`src/rtl/reg_bank_wb.sv`:
```
// Write-back integer register bank: 32x64 storage, two combinational read ports, busy scoreboard.
// Optional write-to-read forwarding is enabled by defining REG_BANK_BYPASS_EN.
module reg_bank_wb #(
    parameter int NREGS = 32,
    parameter int AW    = 5,
    parameter int WIDTH = 64
) (
    input  logic             clk,
    input  logic             rst_n,
    input  logic             wr_en,
    input  logic [AW-1:0]    wr_addr,
    input  logic [WIDTH-1:0] wr_data,
    input  logic [AW-1:0]    rs1_addr,
    input  logic [AW-1:0]    rs2_addr,
    output logic [WIDTH-1:0] rs1_data,
    output logic [WIDTH-1:0] rs2_data,
    input  logic             issue_en,
    input  logic [AW-1:0]    issue_rd,
    output logic             rs1_busy,
    output logic             rs2_busy,
    output logic             any_busy
);

    logic [WIDTH-1:0] regs [1:NREGS-1];
    logic [NREGS-1:1] busy;
    logic [NREGS-1:1] busy_nxt;
    logic             wr_live;
    logic             issue_live;

    assign wr_live    = wr_en && (wr_addr != '0);
    assign issue_live = issue_en && (issue_rd != '0);

    always_ff @(posedge clk or negedge rst_n) begin
        if (!rst_n) begin
            for (int i = 1; i < NREGS; i++) begin
                regs[i] <= '0;
            end
        end else if (wr_live) begin
            regs[wr_addr] <= wr_data;
        end
    end

    // Issue is applied after the write clear so a new producer wins on a shared edge.
    always_comb begin
        busy_nxt = busy;
        if (wr_live) begin
            busy_nxt[wr_addr] = 1'b0;
        end
        if (issue_live) begin
            busy_nxt[issue_rd] = 1'b1;
        end
    end

    always_ff @(posedge clk or negedge rst_n) begin
        if (!rst_n) begin
            busy <= '0;
        end else begin
            busy <= busy_nxt;
        end
    end

    assign any_busy = |busy;

    logic [WIDTH-1:0] rs1_stored;
    logic [WIDTH-1:0] rs2_stored;
    logic             rs1_bstored;
    logic             rs2_bstored;

    always_comb begin
        rs1_stored  = '0;
        rs2_stored  = '0;
        rs1_bstored = 1'b0;
        rs2_bstored = 1'b0;
        if (rs1_addr != '0) begin
            rs1_stored  = regs[rs1_addr];
            rs1_bstored = busy[rs1_addr];
        end
        if (rs2_addr != '0) begin
            rs2_stored  = regs[rs2_addr];
            rs2_bstored = busy[rs2_addr];
        end
    end

`ifdef REG_BANK_BYPASS_EN
    logic rs1_fwd;
    logic rs2_fwd;

    // Forwarding is gated by rst_n so reset forces zero outputs even with a write pending.
    assign rs1_fwd = rst_n && wr_live && (rs1_addr == wr_addr);
    assign rs2_fwd = rst_n && wr_live && (rs2_addr == wr_addr);

    assign rs1_data = rs1_fwd ? wr_data : rs1_stored;
    assign rs2_data = rs2_fwd ? wr_data : rs2_stored;
    assign rs1_busy = (rs1_fwd && !(issue_live && issue_rd == rs1_addr)) ? 1'b0 : rs1_bstored;
    assign rs2_busy = (rs2_fwd && !(issue_live && issue_rd == rs2_addr)) ? 1'b0 : rs2_bstored;
`else
    assign rs1_data = rs1_stored;
    assign rs2_data = rs2_stored;
    assign rs1_busy = rs1_bstored;
    assign rs2_busy = rs2_bstored;
`endif

endmodule
```
`config.mk`:
```
export PLATFORM = sky130hd
export DESIGN_NAME = reg_bank_wb
export DESIGN_NICKNAME = d
export VERILOG_FILES = /design/src/rtl/reg_bank_wb.sv
export SDC_FILE = /design/constraint.sdc
export NUM_CORES = 2
export LEC_CHECK = 0
export CELL_PAD_IN_SITES_DETAIL_PLACEMENT = 0
export CELL_PAD_IN_SITES_GLOBAL_PLACEMENT = 1
export CORE_UTILIZATION = 58
export DETAILED_ROUTE_END_ITERATION = 7
export PLACE_DENSITY_LB_ADDON = 0.1
export SLEW_MARGIN = 20
export SYNTH_ARGS = -nofsm -noshare
export SYNTH_HDL_FRONTEND = slang
export SYNTH_SLANG_ARGS = --single-unit
```
`constraint.sdc`:
```
create_clock -name clk -period 6 [get_ports clk]
set_input_delay 1.2 -clock clk [delete_from_list [all_inputs] [get_ports clk]]
set_output_delay 1.2 -clock clk [all_outputs]
set_load 0.02 [all_outputs]
```
# --- Yosys cells after proc, flatten, opt, wreduce, memory -nomap -nowiden ---
# Index checks and enable logic that the tools add are counted.
totals:
  ff_bits: 2015
op_classes:
  n_lt_le_gt_ge: 10
  mux: 23
  bitwise_logic: 6
  n_reduce_logical: 10
ops:
  columns: ["op", "count"]
  rows:
  - ["$bwmux 1984", 1]
  - ["$bmux 64 s5", 2]
  - ["$mux 64", 7]
  - ["$demux 64 s5", 1]
  - ["$mux 31", 2]
  - ["$and 31x31->31", 1]
  - ["$not 31->31", 1]
  - ["$or 31x31->31", 1]
  - ["$reduce_or 31->1", 1]
  - ["$lt 5x6->1 const B", 4]
  - ["$reduce_bool 5->1", 4]
  - ["$ge 6x6->1 const B", 3]
  - ["$not 5->6", 3]
  - ["$bmux 1 s5", 2]
  - ["$demux 1 s5", 2]
  - ["$ge 5x1->1 const B", 2]
  - ["$lt 6x1->1 const B", 1]
  - ["$mux 1", 6]
  - ["$logic_and 1x1->1", 5]

# --- Logic depth before layout (Yosys ltp) ---
depth:
  ltp_word: 9
  ltp_mapped: 9
  ltp_nobuf: 4

# --- Worst setup path before layout ---
# Ideal clock, no wire load.
synth_timing:
  path_kind: "input port to output port"
  startpoint: "in rs1_addr[0]"
  endpoint: "out rs1_data[16]"
  arrival_ns: 2.980
  t_required_ns: 4.800
  slack_ns: 1.820
  path_stages: 9
  path_cell_list: "buf_4 -> buf_8 -> buf_6 -> buf_6 -> nand2b_1 -> buf_4 -> o22ai_1 -> a2111oi_0 -> nor4_1"
synth_via:
  elab_chain_len: 5
synth_lines:
  columns: ["element", "line", "rtl"]
  rows:
  - ["start: declaration", "13", "input logic [AW-1:0] rs1_addr,"]
  - ["$not 5->6 (implied by the code)", "75", "rs1_stored = regs[rs1_addr];"]
  - ["$bmux 64 s5", "75", null]
  - ["$mux 64 (implied by the code) (2 in a row)", "75", null]
  - ["$mux 64 (*)", "74", "if (rs1_addr != '0) begin"]
  - ["end: declaration", "15", "output logic [WIDTH-1:0] rs1_data,"]
# Mark *: on every way between the ends. The rest lies on a longest branch, timed or not. The select of a mux whose other input is x is not followed.

# --- Worst setup path after layout ---
layout_timing:
  startpoint: "in rs1_addr[0]"
  endpoint: "out rs1_busy"
layout_via:
  elab_chain_len: 3
layout_lines:
  columns: ["element", "line", "rtl"]
  rows:
  - ["$bmux 1 s5", "76", "rs1_bstored = busy[rs1_addr];"]
  - ["$mux 1 (implied by the code)", "76", null]
  - ["$mux 1 (*)", "74", null]
  - ["end: declaration", "19", "output logic rs1_busy,"]
# Marks and branches as above.

==> reports/results.txt <==
status: finished clean
synthesized flop and latch total: 2015
Post-CTS Resized: 0
H-tree depth: 4
vias in the first global route: 73527
gr usage total: 38.3%
antenna violation net count after detailed routing: 0
CP Launch Type: primary input
r2r setup slk: 5170 ps
ranking of synthesized cells by area: dfrtp_1, mux2_2, mux4_2
Comb power frac: 21.1%
RSZ-0062 raised after global routing: false
Crit Path Class: primary input to output port
Placed Cells: 9602
Syn Std Cell Area: 108000 um2
Tightest Pin Transition: 1190 ps
Commonest cells post-synth: mux2_2, dfrtp_1, mux4_2
top cell type by total area after synthesis: dfrtp_1
Worst Setup End Kind: output port
utilization after layout: 65.2%
CTS buffer count: 215
# IOs: 219
Nets: 7427
IO Port Bufs: 218
final wirelength: 358 mm
Die Y: 434 um
vias per cell: 7.18
Highest Clock Rate: 178 MHz
IR drop worst, VDD: 0.275 mV
P_int: 29.5 mW
Yosys warnings: 0
first-pass GRT wire length: 522 mm
pre-CTS WS: 387 ps
Syn Area/Cell: 14.6 um2
Clk pwr share: 34.1%
sequential area share after synthesis: 46.5%
Clk pin slew, worst setup/hold paths: 60 ps
Layout Cells excl Fill: 10015
CTS Root Cell: clkbuf_16
number of synthesized flops with an enable pin: 0
1st-iter DRT viols: 7999
Yosys top cell area share: 46.5%
DP HPWL: 207 mm
switching part of the total: 27.9%
Synthesized Nets: 7516
grt ovf: 0
CTS tree: built
Distinct cells, synth: 51
DRC: 0
largest net degree at the start of global routing: 167
Slew Limit Headroom: 20.2%
CP Data Arrival Time: 4430 ps
Die Area: 189000 um2
Clock Skew: 0 ps
clock insertion delay at the later pin of the skew report: 880 ps
Final period util: 93.9%
critical path fanouts, max: 37
core area: 185000 um2
# Post-CTS Setup Buffers: 0
P_sw: 11.4 mW
total number of vias: 71888
Final WS setup: 367 ps
Cell Pwr Density: 338 nW/um2
Sink Count: 2015
setup TNS: 0 ps
First-pass DRT Iterations: 5
Crit path required time: 4800 ps
FF-to-FF Start: regs[1345]$_DFFE_PN0P_
Slew Viols, Final: 0
top_reg_cell synth: dfrtp_1
Post-synth ARST share: 100%
Area Growth Syn to Fin: 11.5%
hold_buf cts: 0
Tmin final: 5630 ps
most frequent cell after synthesis: mux2_2
clk buf depth: 3
effective utilization at floorplan: 58.4%
WL/cell: 35.8 um
RePlAce Congestion: 0.865
Reg2Reg Depth: 1
Seq pwr share: 44.8%
final hold violations: 0
Pleak: 52.8 nW
Worst Hold Class: primary input to asynchronous set/reset pin
Overall Power: 40.9 mW
FP Rows: 158
Setup-failing EPs final: 0
Gate Count Post-Synth: 7428
max_cap viols: 0
RR Endpoint: regs[1345]$_DFFE_PN0P_
layout cells sized above 1: 47.5%
antenna violations before repair: 19
Die W: 434 um
## power by group through the flow
stage | clock (mW) | sequential [mW] | combinational [mW]
floorplan | 0 | 17.7 | 6.43
global placement | 0 | 18.3 | 8.37
detailed placement | 0 | 18.4 | 8.57
CTS | 14.1 | 18.2 | 8.61
global route | 14.7 | 18.6 | 9.15
finish | 13.9 | 18.3 | 8.61
## cell usage in the layout, fill, tap and decap left out, drive strengths merged, types with 17 or more instances in the layout
master / n
dfrtp: 2015
nand2: 81
clkbuf: 329
o31a: 31
a22oi: 81
nand3: 43
o22ai: 64
mux4: 753
buf: 340
a211oi: 80
mux2: 2090
nor3: 38
a21oi: 73
clkinv: 48
nor2: 72
o32a: 28
nand4: 19
nor2b: 182
mux2i: 557
a2111oi: 54
clkdlybuf4s50: 177
nor4: 47
o221ai: 69
bufinv: 17
inv: 49
a221oi: 90
## flip-flops by register name, indices dropped and copies added (netlist names)
register  cells
regs       1984
busy         31
## through the flow
stage | hold WS [ps] | cell area [um2]
final | 309 | 121000
after global routing | 340 | 121000
after floorplan | 477 | 108000
after detailed placement | 502 | 113000
after global placement | 486 | 113000
after CTS | 315 | 121000
## kinds of logic after synthesis
kind of cell / Yosys count / synth area share, %
DFF: 2015 / 46.5
buffers and inverters: 867 / 3.90
muxes: 3400 / 42.5
AOI/OAI and AO/OA: 612 / 4.38
and+or+nand+nor: 534 / 2.66
## worst max path at each step
stage | start | end | depth (start not counted)
floorplan | rs1_addr[0] | rs1_data[16] | 9
global placement | rs1_addr[0] | rs1_data[26] | 7
detailed placement | rs1_addr[0] | rs1_busy | 7
CTS | rs1_addr[0] | rs1_busy | 7
global route | rs1_addr[1] | rs1_data[22] | 8
finish | rs1_addr[0] | rs1_busy | 7
## routing by layer
| layer | GRT usage (%) | wire length (um) | vias to the layer above |
|---|---|---|---|
| met5 | 0 | 52 | - |
| met4 | 15.6 | 15600 | 8 |
| met3 | 7.64 | 29100 | 795 |
| met2 | 59.3 | 168000 | 3371 |
| met1 | 53.4 | 146000 | 39211 |
| li1 | - | - | 28503 |
## critical path, stage by stage
cell             delay [ps]
buf_8                   400
nand2b_4                550
buf_4                   250
o22ai_1                  70
a2111oi_0               910
nor4_1                  290
clkdlybuf4s50_1         630
## final cells by class
| class | instances | area [um2] |
|---|---|---|
| sequential | 2015 | 50400 |
| multi-input combinational | 4546 | 54100 |
| clock buffer | 329 | 6480 |
| tap | 2480 | 3100 |
| antenna | 11 | 27.5 |
| timing repair buffer | 517 | 5600 |
| fill | 13631 | 64600 |
| inverter | 44 | 165 |
| clock inverter | 73 | 943 |
Power figures use the tool's default switching activity.
